File: src/rtl/scan_pkg.sv
// Shared types and sizes for the scan index sequencer.
package scan_pkg;

   localparam int IDX_WIDTH = 3;
   localparam int NUM_POS   = 8;

   typedef enum logic [1:0] {
      IDLE = 2'd0,
      RUN  = 2'd1,
      STEP = 2'd2
   } scan_state_t;

endpackage

File: src/rtl/next_pos_finder.sv
// Rotating-priority search: first set mask bit after cur, wrapping, ending at cur itself.
module next_pos_finder
   import scan_pkg::*;
(
   input  logic [IDX_WIDTH-1:0] cur,
   input  logic [NUM_POS-1:0]   mask,
   input  logic                 dir,
   output logic [IDX_WIDTH-1:0] next_idx,
   output logic                 found
);

   logic [IDX_WIDTH-1:0] cand;

   // Walk from the farthest offset down so the nearest hit is the one left standing;
   // offset NUM_POS truncates to cur itself, giving the end-at-self case.
   always_comb begin
      next_idx = cur;
      found    = 1'b0;
      cand     = cur;
      for (int i = NUM_POS; i >= 1; i--) begin
         cand = dir ? (cur - IDX_WIDTH'(i)) : (cur + IDX_WIDTH'(i));
         if (mask[cand]) begin
            next_idx = cand;
            found    = 1'b1;
         end
      end
   end

endmodule

File: src/rtl/scan_index_sequencer.sv
// Scan index sequencer: steps a 3-bit index through enabled mask positions, prescaled or single-step.
// Build option SCAN_REVERSE_EN adds a dir input selecting downward search.
module scan_index_sequencer
   import scan_pkg::*;
#(
   parameter int DIV_WIDTH = 16
)
(
   input  logic                 clk,
   input  logic                 rst,
   input  logic                 enable,
   input  logic                 mode,
   input  logic                 step,
   input  logic [NUM_POS-1:0]   mask,
   input  logic [DIV_WIDTH-1:0] div_value,
`ifdef SCAN_REVERSE_EN
   input  logic                 dir,
`endif
   output logic [IDX_WIDTH-1:0] data_out,
   output logic                 tick,
   output logic                 active
);

   scan_state_t          state;
   scan_state_t          next_state;
   logic [DIV_WIDTH-1:0] presc;
   logic [DIV_WIDTH-1:0] presc_nxt;
   logic                 adv;
   logic                 search_dir;
   logic [IDX_WIDTH-1:0] nxt_idx;
   logic                 found;

`ifdef SCAN_REVERSE_EN
   assign search_dir = dir;
`else
   assign search_dir = 1'b0;
`endif

   next_pos_finder u_finder (
      .cur      (data_out),
      .mask     (mask),
      .dir      (search_dir),
      .next_idx (nxt_idx),
      .found    (found)
   );

   always_ff @(posedge clk) begin
      if (rst) state <= IDLE;
      else     state <= next_state;
   end

   always_comb begin
      next_state = state;
      case (state)
         IDLE: if (enable) next_state = mode ? STEP : RUN;
         RUN: begin
            if (!enable)   next_state = IDLE;
            else if (mode) next_state = STEP;
         end
         STEP: begin
            if (!enable)    next_state = IDLE;
            else if (!mode) next_state = RUN;
         end
         default: next_state = IDLE;
      endcase
   end

   // Advances happen only while staying in RUN or STEP; any transition cycle clears the prescaler.
   always_comb begin
      presc_nxt = '0;
      adv       = 1'b0;
      if (state == RUN && next_state == RUN) begin
         if (presc >= div_value) adv = 1'b1;
         else                    presc_nxt = presc + DIV_WIDTH'(1);
      end
      if (state == STEP && next_state == STEP && step) adv = 1'b1;
   end

   // Output stage: data_out and tick update together one cycle after the advance condition.
   always_ff @(posedge clk) begin
      if (rst) begin
         presc    <= '0;
         data_out <= '0;
         tick     <= 1'b0;
      end else begin
         presc <= presc_nxt;
         tick  <= adv && found;
         if (adv && found) data_out <= nxt_idx;
      end
   end

   assign active = ((state == RUN) || (state == STEP)) && (|mask);

endmodule

File: config.mk
export PLATFORM = sky130hd
export DESIGN_NAME = scan_index_sequencer
export DESIGN_NICKNAME = d
export VERILOG_FILES = /design/src/rtl/scan_pkg.sv /design/src/rtl/next_pos_finder.sv /design/src/rtl/scan_index_sequencer.sv
export SDC_FILE = /design/constraint.sdc
export NUM_CORES = 1
export LEC_CHECK = 0
export CAP_MARGIN = 10
export CORE_MARGIN = 8
export CORE_UTILIZATION = 58
export DETAILED_ROUTE_END_ITERATION = 8
export PLACE_DENSITY_LB_ADDON = 0.3
export SLEW_MARGIN = 20
export SYNTH_ARGS = -nofsm -noshare
export SYNTH_HDL_FRONTEND = slang
export SYNTH_SLANG_ARGS = --single-unit
File: constraint.sdc
create_clock -name clk -period 6.46 [get_ports clk]
set_input_delay 1.292 -clock clk [delete_from_list [all_inputs] [get_ports clk]]
set_output_delay 1.292 -clock clk [all_outputs]
set_load 0.005 [all_outputs]
### Yosys cells after proc, flatten, opt, wreduce, memory -nomap -nowiden

Index checks and enable logic that the tools add are counted.

| storage, ports and cells | value |
|---|---|
| register bits | 22 |
| input bits | 29 |
| logic and storage cells | 78 |
| output and inout bits | 5 |

| cells by class | value |
|---|---|
| $lt $le $gt $ge | 9 |
| mux-type cells | 41 |
| bitwise operators | 1 |
| add/subtract/negate cells | 8 |
| equal/unequal tests | 4 |
| reductions and logical operators | 11 |

Operators by type and width:

| operator | number |
|---|---|
| $lt A3 B4 Y1 const B | 8 |
| $bmux W1 S3 | 8 |
| $mux W3 | 7 |
| $mux W1 | 19 |
| $add A16 B1 Y16 const B | 1 |
| $ge A16 B16 Y1 | 1 |
| $add A3 B3 Y3 const B | 4 |
| $mux W2 | 6 |
| $reduce_or A8 Y1 | 1 |
| $reduce_bool A7 Y1 | 1 |
| $add A3 B2 Y3 const B | 2 |
| $pmux W2 S3 | 1 |
| $logic_and A1 B1 Y1 | 5 |
| $eq A2 B1 Y1 const B | 2 |
| $eq A2 B2 Y1 const B | 2 |
| $add A3 B1 Y3 const B | 1 |
| $reduce_or A3 Y1 | 1 |
| $logic_not A2 Y1 | 1 |
| $reduce_and A2 Y1 | 1 |
| $logic_or A1 B1 Y1 | 1 |
| $not A1 Y1 | 1 |

### Logic depth before layout (Yosys ltp)

Gate-level depths: netlist of run 1.

| depth | value |
|---|---|
| depth in word-level cells | 12 |
| depth in mapped cells | 12 |
| gate-level depth less buffers | 10 |

### By module

A second synthesis of run 1 with hierarchy kept.

| unflattened totals | value |
|---|---|
| cells, all modules | 252 |
| area, all modules | 2461.1 um^2 |

Modules (own cells, without submodules):

| module | cells an instance | instances | area an instance (um^2) | sequential area each (um^2) |
|---|---|---|---|---|
| scan_index_sequencer | 172 | 1 | 1615.3 | 440.4 |
| next_pos_finder | 80 | 1 | 845.8 | 0.0 |

### Least setup slack after synthesis of run 1

OpenSTA, ideal clock, no wires.

| path | value |
|---|---|
| path kind | input-to-reg |
| start | input div_value[3] |
| end | register data_out[0] |
| slack | 3.184 ns |
| cell stages on the path | 10 |
| library setup time | 0.123 ns |
| required time | 6.337 ns |
| arrival | 3.153 ns |
| path buffers | 0 |
| cell sequence | inv_1 -> ha_1 -> a211o_1 -> a21oi_1 -> o21ai_1 -> a2111o_1 -> a21oi_1 -> a22oi_1 -> o21ai_1 -> mux2_1 |

| between the ends | value |
|---|---|
| cells in the longest elaborated chain, start to end | 6 |

RTL lines:

| what | RTL line | text |
|---|---|---|
| start: declaration | scan_index_sequencer.sv:15 | `input logic [DIV_WIDTH-1:0] div_value,` |
| $ge A16 B16 Y1 | scan_index_sequencer.sv:73 | `if (presc >= div_value) adv = 1'b1;` |
| $mux W1 | scan_index_sequencer.sv:73 |  |
| $mux W1 | scan_index_sequencer.sv:72 | `if (state == RUN && next_state == RUN) begin` |
| $mux W1 | scan_index_sequencer.sv:76 | `if (state == STEP && next_state == STEP && step) adv = 1'b1;` |
| $logic_and A1 B1 Y1 | scan_index_sequencer.sv:88 | `if (adv && found) data_out <= nxt_idx;` |
| $reduce_and A2 Y1 (no line) | - |  |
| end signal: assignment | scan_index_sequencer.sv:88 |  |
| end: declaration | scan_index_sequencer.sv:19 | `output logic [IDX_WIDTH-1:0] data_out,` |

Every way passes these cells.
A chain may end at the register's enable or synchronous reset.

### Worst setup path in the final report of run 1

| path | value |
|---|---|
| start | input mask[2] |
| end | output active |

| between the ends | value |
|---|---|
| cells in the longest elaborated chain, start to end | 2 |

RTL lines:

| what | RTL line | text |
|---|---|---|
| start: declaration | scan_index_sequencer.sv:14 | `input logic [NUM_POS-1:0] mask,` |
| $reduce_or A8 Y1 | scan_index_sequencer.sv:92 | `assign active = ((state == RUN) \|\| (state == STEP)) && (\|mask);` |
| $logic_and A1 B1 Y1 | scan_index_sequencer.sv:92 |  |
| end: declaration | scan_index_sequencer.sv:21 | `output logic active` |

Every way passes these cells.

==> results.py, run 1 <==
metrics = {
    "critical_path": {
        "path_class": "in2out",
        "end_kind": "output pin",
        "cp.arrival_ns": 2.95,
        "cpMaxStageDelayCell": "clkdlybuf4s50_1",
        "startpoint_type": "primary input",
        "cp.required_ns": 5.17,
        "path_cells": "clkdlybuf4s50_1 -> nor4_1 -> a21boi_0 -> clkdlybuf4s50_1",
        "slowest_delay_ns": 0.50,
        "crit_path_frequent_cell": "clkdlybuf4s50_1",
        "ff2ff_path_depth": 9,
        "critPathMaxFanout": 6,
    },
    "cells_and_area": {
        "final_common_cell": "clkdlybuf4s50_1",
        "drive_above_1_share_pct": 7.018,
        "diodes": 0,
        "areaGrowthSynthToFinish_pct": 17.82,
        "final_cell_mix": "33 x clkdlybuf4s50_1, 29 x nor2_1, 26 x inv_1",
        "nets": 339,
    },
    "cts": {
        "clkTransAtPathRegs_ns": 0.07,
        "clk_latency_ns": 0.26,
        "cts_buffers": 3,
        "cts_setup_buffers": 0,
        "cts_root_buf": "clkbuf_8",
        "hold_buffers": 0,
        "cts_tree": "yes",
        "htree_levels": 1,
        "cts_sinks": 22,
        "clock_path_buffers": 2,
        "cts_resized": 0,
    },
    "route": {
        "ant_nets": 0,
        "vias_per_cell": 6.015,
        "routedWlPerCell_um": 14.59,
        "num_vias": 2003,
        "drt_iter0_markers": 144,
        "finalWirelength_um": 4860,
        "drc": 0,
        "firstDrtPassIters": 5,
    },
    "sta": {
        "rsz0062_at_grt": "no",
        "slew_viol_final": 0,
        "tightest_slew_ns": 0.6681,
        "slew_headroom_pct": 55.40,
        "hold_viol": 0,
        "tns_ns": 0,
        "final.min_clock_period_ns": 4.245,
        "skew_ns": 0.004440,
        "setup_violations": 0,
        "clock.fmax_mhz": 235.6,
        "timing.final.crit_share_pct": 65.71,
        "setup_ws_ns": 2.215,
    },
    "power_and_ir_drop": {
        "p_per_area_nw_per_um2": 118.6,
        "total_power_w": 0.0002971,
        "p_leak_nw": 1.019,
        "ir_drop_v": 0.0001130,
    },
    "floorplan": {
        "ios": 34,
        "dieHeight_um": 76.56,
        "initial_core_util_pct": 58.99,
        "dieWidth_um": 76.56,
        "core-area_sq_um": 3606,
        "num_rows": 22,
        "dieArea_sq_um": 5861,
    },
    "logic_synthesis": {
        "synthArstFlopShare_pct": 0,
        "synth_edf_count": 0,
        "avgSynthCellArea_sq_um": 8.276,
        "syn-cell-area_sq_um": 2127,
        "yosysSeqAreaShare_pct": 20.71,
        "synth_cell_types": 55,
        "syn-instance-count": 257,
        "synth_seq_cells": 22,
        "synth_fp_nets": 309,
        "synth_ff_type": "dfxtp_1",
        "yosysWarnings": 0,
    },
    "placed_design": {
        "gp_congestion": 0.9156,
        "io_buffers": 33,
        "dpl.hpwl_um": 3808,
        "place_ws_ns": 2.242,
    },
    "flow_run": {
        "drv_cap": 0,
    },
    "grt": {
        "grt_pass1_vias": 1773,
        "grt_usage_pct": 15.76,
        "grt_max_degree": 17,
        "grt_overflow": 0,
        "grt_first_pass_wirelength_um": 7962,
        "antenna_found_initial": 0,
    },
    "hold_path": {
        "hp-class": "reg2reg",
        "hold_depth": 1,
    },
    "run_status": {
        "run_status": "complete, no violations",
    },
}
[layer usage]
metal,up-vias,part of all wire [%],GRT usage [%]
met5,-,0,0
met4,0,1.4,4.808
met3,8,5.9,3.774
met2,86,51,27.76
met1,930,42,18.23
li1,979,-,-
[path summary, 6_finish.rpt]
path | slack, ns | from | endpoint
max | 2.22 | mask[2] | active
min | 0.53 | presc[0] | presc[0]
max reg2reg | 2.95 | data_out[1] | data_out[0]
min reg2reg | 0.53 | presc[0] | presc[0]
[cell usage after synthesis, drive strengths merged (5+ instances only)]
library cell	number	share of area, %
mux2i	5	2.4
inv	27	4.8
xor2	8	3.6
nor2	29	5.1
nand3	8	1.9
buf	5	1.8
nand4	5	1.5
o21ai	10	2.5
xnor2	9	3.7
nand2b	5	1.5
nand2	18	3.4
and3	5	1.5
mux4	8	8.8
dfxtp	22	21
a21oi	20	4.7
ha	23	14
[where the power goes]
part	internal, W	switching [W]	leakage [nW]	total (W)
registers	0.000137	0.00000230	0.177	0.000139
logic	0.0000387	0.0000349	0.820	0.0000736
clock network	0.0000416	0.0000429	0.0216	0.0000846
[cell families (layout without fill, tap and decap cells)]
| kind of cell | count (synthesis) | after routing | synth area share (%) |
|---|---|---|---|
| flip-flops | 22 | 22 | 20.71 |
| multiplexers | 16 | 16 | 12.76 |
| adder cells (fa/ha/maj) | 23 | 23 | 13.53 |
| AND/OR/NAND/NOR | 91 | 91 | 22.12 |
| AO/OA/AOI/OAI | 53 | 53 | 16.29 |
| XOR/XNOR | 17 | 17 | 7.353 |
| buffers and inverters | 35 | 63 | 7.235 |
[per-stage QoR]
| step | instances | hold WS [ns] | instance area [sq um] | util (%) |
|---|---|---|---|---|
| after floorplan | 257 | 0.4646 | 2127 | - |
| final | 333 | 0.5252 | 2506 | 69.50 |
| after CTS | 333 | 0.5268 | 2506 | 69.50 |
| after detailed placement | 330 | 0.5091 | 2465 | 68.36 |
| after global routing | 333 | 0.5480 | 2506 | 69.50 |
| after global placement | 330 | 0.4967 | 2465 | 68.36 |
[area by class of cell]
cell class,instances,area [sq um]
fill,319,1100
sequential,22,440.4
multi-input combinational,200,1533
tap,48,60.06
timing repair buffer,33,330.3
clock buffer,3,41.29
inverter,27,101.3
[worst max-delay path: cells and delay by family]
kind                   cells  cell delay (ns)
AOI/OAI and AO/OA          1             0.23
and+or+nand+nor            1             0.44
buffers and inverters      2             0.99
[state kept, by name (all words and copies together), names as in the netlist]
register and count:
data_out 3, presc 16, state 2, tick 1
Note: power is estimated with default switching activity, not from simulation.
==> run 2, diff against run 1 <==
CORE_UTILIZATION = 49   (was 58)
clock period = 3.5 ns   (was 6.46 ns; I/O delays follow)
==> results.py, run 2 (synthesized netlist as in run 1, its figures left out) <==
metrics = {
    "cts": {
        "cts_tree": "yes",
        "cts_buffers": 3,
        "clkTransAtPathRegs_ns": 0.08,
        "cts_setup_buffers": 0,
        "clk_latency_ns": 0.27,
        "cts_root_buf": "clkbuf_8",
        "htree_levels": 1,
        "hold_buffers": 0,
        "cts_resized": 0,
        "clock_path_buffers": 2,
        "cts_sinks": 22,
    },
    "power_and_ir_drop": {
        "p_leak_nw": 1.053,
        "power_frac_comb_pct": 21.6,
        "pwr-share-seq_pct": 40.5,
        "ir_drop_v": 0.0002339,
        "swShare_pct": 24.25,
        "p_sw_w": 0.0001528,
        "p_per_area_nw_per_um2": 245.0,
        "internal_power_w": 0.0004771,
        "total_power_w": 0.0006299,
        "p_clk_share_pct": 37.9,
    },
    "placed_design": {
        "io_buffers": 33,
        "dpl.hpwl_um": 3810,
        "gp_congestion": 0.8478,
        "dp.cells": 338,
    },
    "grt": {
        "grt_overflow": 0,
        "grt_pass1_vias": 1914,
        "grt_max_degree": 17,
        "grt_usage_pct": 14.94,
        "grt_first_pass_wirelength_um": 8273,
        "antenna_found_initial": 0,
    },
    "sta": {
        "tightest_slew_ns": 0.5972,
        "slew_viol_final": 0,
        "hold_viol": 0,
        "final.min_clock_period_ns": 3.113,
        "rsz0062_at_grt": "no",
        "slew_headroom_pct": 60.13,
        "timing.final.crit_share_pct": 88.93,
        "clock.fmax_mhz": 321.3,
        "tns_ns": 0,
        "skew_ns": 0.003574,
        "setup_violations": 0,
    },
    "critical_path": {
        "cp_top_family": "compound AO/OA/AOI/OAI gates",
        "cpMaxStageDelayCell": "clkdlybuf4s50_1",
        "path_cells": "clkdlybuf4s50_1 -> inv_1 -> ha_1 -> a211o_1 -> a21oi_1 -> o21ai_1 -> a2111o_1 -> a21oi_1 -> a22oi_1 -> o21ai_1 -> mux2_1",
        "critPathBufInv": 2,
        "startpoint_type": "primary input",
        "end_kind": "flip-flop",
        "critPathMaxFanout": 3,
        "path_class": "in2reg",
        "slowest_delay_ns": 0.45,
        "cp.arrival_ns": 3.27,
        "cp.required_ns": 3.66,
    },
    "floorplan": {
        "dieHeight_um": 81.89,
        "dieArea_sq_um": 6705,
        "core-area_sq_um": 4264,
        "num_rows": 24,
        "ios": 34,
        "initial_core_util_pct": 49.88,
        "dieWidth_um": 81.89,
    },
    "cells_and_area": {
        "drive_above_1_share_pct": 8.621,
        "final_cell_mix": "33 x clkdlybuf4s50_1, 29 x nor2_1, 26 x inv_1",
        "largest_reg_flops": 16,
        "areaGrowthSynthToFinish_pct": 20.88,
        "diodes": 0,
        "n_fill_cell": 399,
        "regArea_sq_um": 440.4,
        "largest_registers": "presc: 16 flops, data_out: 3 flops, state: 2 flops",
        "final_common_cell": "clkdlybuf4s50_1",
        "nets": 343,
        "top_register": "presc",
        "stdcell_count": 342,
        "multi_input_area_sq_um": 1533,
    },
    "run_status": {
        "run_status": "complete, no violations",
    },
    "flow_run": {
        "drv_cap": 0,
    },
    "route": {
        "drc": 0,
        "firstDrtPassIters": 4,
        "wl_met2_um": 2486,
        "ant_nets": 0,
        "finalWirelength_um": 4841,
        "num_vias": 1920,
        "dr_wl_met3_um": 166,
        "vias_per_cell": 5.614,
        "routedWlPerCell_um": 14.15,
        "drt_iter0_markers": 91,
        "top_layer": "met4",
        "wl_met1_um": 2139,
    },
    "hold_path": {
        "hp-class": "reg2reg",
    },
}
-- run 2: worst paths after layout --
| kind | from | to | slack [ns] | depth (start not counted) |
|---|---|---|---|---|
| max | div_value[3] | data_out[0] | 0.39 | 11 |
| min | presc[0] | presc[0] | 0.52 | 1 |
| max reg2reg | data_out[1] | data_out[0] | 0.66 | 9 |
| min reg2reg | presc[0] | presc[0] | 0.52 | 1 |
-- run 2: cell type report --
cell class	instances	share of cell area [%]
clock buffer	3	1.606
multi-input combinational	200	59.61
clock inverter	1	1.168
timing repair buffer	37	14.01
sequential	22	17.13
inverter	27	3.942
tap	52	2.530
-- run 2: power by group through the flow --
stage	Clock (W)	Sequential, W	Combinational (W)
3_3_place_gp	0	0.000261	0.000132
2_1_floorplan	0	0.000260	0.0000759
5_1_grt	0.000256	0.000256	0.000150
3_5_place_dp	0	0.000261	0.000134
4_1_cts	0.000246	0.000255	0.000135
6_report	0.000239	0.000255	0.000136
-- run 2: through the flow --
step	cell area (sq um)	setup slack [ns]	hold WS [ns]	utilization, %
floorplan	2127	0.6705	0.4646	-
global placement	2500	0.2560	0.5045	58.63
detailed placement	2500	0.1647	0.5129	58.63
CTS	2571	0.3920	0.5333	60.30
global route	2571	0.2729	0.5771	60.30
finish	2571	0.3874	0.5198	60.30
-- run 2: routing by layer --
metal / vias up / track usage [%]
met5: - / 0
met4: 0 / 3.860
met2: 37 / 26.91
li1: 986 / -
met3: 9 / 2.516
met1: 888 / 17.81
==> edit 1 (settings of run 2) <==
Re-encode `scan_state_t` (3 states) as one-hot, 3 bits wide.
--- a/src/rtl/scan_pkg.sv
+++ b/src/rtl/scan_pkg.sv
@@ -5,8 +5,8 @@
    localparam int NUM_POS   = 8;
 
-   typedef enum logic [1:0] {
-      IDLE = 2'd0,
-      RUN  = 2'd1,
-      STEP = 2'd2
+   typedef enum logic [2:0] {
+      IDLE = 3'b001,
+      RUN  = 3'b010,
+      STEP = 3'b100
    } scan_state_t;
 
Behaviour: no difference found for any inputs over 10 cycles, from zero or initial values and one cycle with rst high; not proved beyond that.
==> edit 1 against run 2 <==
  * Largest power group unchanged
  * Area after synthesis fell by 5.2%
  * Highest routed layer unchanged
  * Via count fell by 6.0%
  * Worst setup slack got worse by 0.12 ns
  * Core utilization rose by 1.6 points
  * Routed wire length down 7.4%
  * Cell area is 4.3% lower
  * Sequential cell count grew 1
  * First-iteration DRC count down 32%
  * Power fell by 16%
==> edit 1: results (changes against run 2) <==
| Metric | Value |
|---|---|
| Status | complete, no violations |
| Port buffer count | 33 (unchanged) |
| Syn_nets | 283 (-8.4%) |
| Period utilisation layout | 92.3% (+3.4 points) |
| Synth unique cells | 45 (-18%) |
| First-pass GRT wire length | 7460 um (-9.9%) |
| Synth Area in Compound Gates | 15.9% (-0.35 points) |
| Post-Synth Adder-Cell Area | 11.8% (-1.7 points) |
| Flop2flop setup slack | 0.51 ns (-0.15 ns) |
| Worst-margin pin slew | 0.568 ns (-0.0295 ns) |
| Filler cell count | 348 (-13%) |
| CTS max path bufs | 2 (unchanged) |
| XOR/XNOR Fraction of Synth Area | 8.25% (+0.90 points) |
| Number of global-route vias before repair | 1,714 (-10%) |
| CP peak stage delay | 0.57 ns (+0.12 ns) |
| Final WL | 4490 um (-7.4%) |
| Layout cells sized above 1 | 10.3% (+1.7 points) |
| Top Registers | presc x16, data_out x3, state x3 |
| Fin Clk Skew | 0.00758 ns (+0.00401 ns) |
| CP top delay family | buffers and inverters |
| GRT Total Usage | 14.0% (-0.90 points) |
| Multiplexer share of the synthesized area | 17.4% (+4.6 points) |
| Placed Instance Area | 2410 um^2 (-3.4%) |
| Synth area leaders | dfxtp_1, ha_1, mux4_2 |
| Detailed Route Iter0 Violations | 62 (-32%) |
| LEAKAGE | 0.971 nW (-7.7%) |
| Placed insts | 317 (-6.2%) |
| Hold_ws | 0.479 ns (-0.0403 ns) |
| Placer congestion estimate | 0.851 (+0.33%) |
| Sequential area share after synthesis | 22.8% (+2.1 points) |
| Max Fanout on Critical Path | 7 (+4) |
| Post-CTS Setup Bufs | 0 (unchanged) |
| Worst path slowest cell | or4_1 |
| Syn avg cell area | 8.58 um^2 (+3.7%) |
| DPL Wire Length | 3550 um (-6.8%) |
| Worst vdd ir | 0.207 mV (-11%) |
| DR WL/cell | 14.0 um (-1.3%) |
| Via count | 1,805 (-6.0%) |
| CTS clk-pin slew, worst paths | 0.08 ns (about the same) |
| Place WS | 0.106 ns (-0.0586 ns) |
| Crit path DAT | 2.53 ns (-0.74 ns) |
| Top cells by count, synth | nor2_1, inv_1, dfxtp_1, ha_1, a21oi_1 |
==> edit 1: cell types whose count changed in the layout (fill, tap and decap cells not counted), moves of 3 or more <==
cell             run 2  this run
nor2b_1              4         1
o21ai_0              7        10
nand2b_1             5         0
mux2_2               1         5
ha_1                23        19
mux2i_1              5         2
xor2_1               7        11
or4_1                0         3
a21oi_1             20        17
nor4_1               4         0
nand3_1              8        12
nand2_1             16        12
==> edit 1: worst paths after layout <==
path / from / to / depth (start not counted)
worst max-delay path: mask[6] / active / 5
worst min-delay path: presc[0]$_SDFF_PP0_ / presc[0]$_SDFF_PP0_ / 1
worst max register to register: data_out[1]$_SDFFE_PP0P_ / data_out[0]$_SDFFE_PP0P_ / 9
worst min register to register: presc[0]$_SDFF_PP0_ / presc[0]$_SDFF_PP0_ / 1
==> edit 1: metal layers <==
metal  global-route usage, %  wire, um
met1                    16.1      1930
met4                    6.00        95
met3                    3.13       237
met5                       0         0
met2                    24.4      2220
==> edit 1: area by class of cell <==
class	instances	area, um^2	area share, %
multi-input cells	180	1430	58.0
flip-flops and latches	23	460	18.7
repair buffers	38	368	15.0
inverters	26	97.6	3.97
well taps	50	62.6	2.54
clock buffers	4	45.0	1.83
==> edit 1: cells by family (layout without fill, tap and decap cells) <==
family                     Yosys count  after routing
muxes                               20             20
buffers and inverters               32             68
adders and majority gates           19             19
DFF                                 23             23
and+or+nand+nor                     73             73
AOI/OAI and AO/OA                   49             49
xor gates and xnor gates            19             19
==> edit 1: power breakdown <==
part           internal (mW)  switching, mW
Combinational         0.0566         0.0413
Sequential             0.263        0.00267
Clock                 0.0813         0.0839
Total                  0.401          0.128
==> edit 2 (config.mk and constraints of run 2) <==
Without the edit above. `DIV_WIDTH`: 16 -> 32.
--- a/src/rtl/scan_index_sequencer.sv
+++ b/src/rtl/scan_index_sequencer.sv
@@ -4,5 +4,5 @@
    import scan_pkg::*;
 #(
-   parameter int DIV_WIDTH = 16
+   parameter int DIV_WIDTH = 32
 )
 (
Ports: changed (resized div_value); port bits go from 34 to 50. No check against the original RTL was run, so the function may have changed too.
==> edit 2 against run 2 <==
  * Cell area rose by 53%
  * Register-to-register slack got worse by 0.07 ns
  * Fmax fell by 2.2%
  * Cell count rose by 50%
  * Critical endpoint is now data_out[1]$_SDFFE_PP0P_
  * Critical path depth fell by 1
  * Sequential share of layout area rose by 2.3 points
  * Die area rose by 43%
  * Power rose by 48%
  * Sequential cell count rose by 16
  * Non-clock buffer count rose by 16
  * Area after synthesis rose by 55%
  * Routed wire length rose by 42%
  * Worst setup slack got worse by 0.071 ns
  * Sequential power rose by 72%
==> edit 2: results (changes against run 2) <==
| Metric | Value |
|---|---|
| Status | complete, no violations |
| Top cells by count, synth | nor2_1, inv_1, ha_1, dfxtp_1, nand2_1 |
| CP peak stage delay | 0.49 ns (+0.04 ns) |
| FMAX | 314 MHz (-2.2%) |
| CORE AREA | 6640 um^2 (+56%) |
| Synth area leaders | dfxtp_1, ha_1, nor2_1 |
| H-tree depth | 2 (+1) |
| Syn_nets | 467 (+51%) |
| Worst Setup SP | div_value[0] |
| Crit path DAT | 3.39 ns (+0.12 ns) |
| Non-clock buffers | 53 (+43%) |
| Worst vdd ir | 0.168 mV (-28%) |
| Met1 Use GR | 17.1% (-0.75 points) |
| Via count | 2,837 (+48%) |
| First-pass GRT wire length | 11,800 um (+43%) |
| M1 WL | 3160 um (+48%) |
| Net Sw Frac | 25.6% (+1.4 points) |
| Number of global-route vias before repair | 2,746 (+43%) |
| Detailed Route Iter0 Violations | 103 (+13%) |
| Placer congestion estimate | 0.873 (+3.0%) |
| CTS Buf Count | 5 (+2) |
| Met2 Usage GRT | 25.7% (-1.2 points) |
| CTS Sinks | 38 (+73%) |
| Worst path slowest cell | a2111oi_0 |
| Critical Path End | data_out[1]$_SDFFE_PP0P_ |
| Final instance area | 3930 um^2 (+53%) |
| Largest net degree at the start of global routing | 27 (+10) |
| Top Registers | presc x32, data_out x3, state x2 |
| Flop2flop setup slack | 0.59 ns (-0.07 ns) |
| Clock network share of area | 2.42% (-0.35 points) |
| Layout cells sized above 1 | 8.06% (-0.56 points) |
| Placed insts | 506 (+50%) |
| Non-clk buf share | 13.6% (-0.43 points) |
| Max Fanout on Critical Path | 7 (+4) |
| LEAKAGE | 1.62 nW (+54%) |
| Met3 wire length | 256 um (+54%) |
| Hold_ws | 0.509 ns (-0.0105 ns) |
| Multi-input combinational area share | 57.8% (-1.8 points) |
| Sequential area share after synthesis | 23.1% (+2.4 points) |
| Filler cell count | 566 (+42%) |
| DR WL/cell | 13.3 um (-5.7%) |
| Layout net count | 517 (+51%) |
## edit 2: changes by cell type after synthesis, sizes merged, moves of 4 or more
cell           run 2  this run
a21o               1        13
a21oi             20        13
dfxtp             22        38
ha                23        39
inv               27        45
mux2               3         7
nand2b             5         1
nand3              8        14
nand4              5        12
nor2              29        52
o21a               0         4
xor2               8        17
## edit 2: power groups by stage
stage                     registers [mW]  logic, mW  clock network, mW
after floorplan                    0.447     0.0961                  0
after detailed placement           0.449      0.175                  0
after global placement             0.448      0.171                  0
final                              0.438      0.175              0.316
after global routing               0.439      0.193              0.345
after CTS                          0.438      0.176              0.326
## edit 2: kinds of logic after synthesis
group,Yosys count,share of synthesized area [%]
compound gates,72,15.6
xor+xnor,29,8.30
fa+ha+maj,39,14.8
buf+inv,55,7.88
flops,38,23.1
mux,20,9.97
simple gates,130,20.2
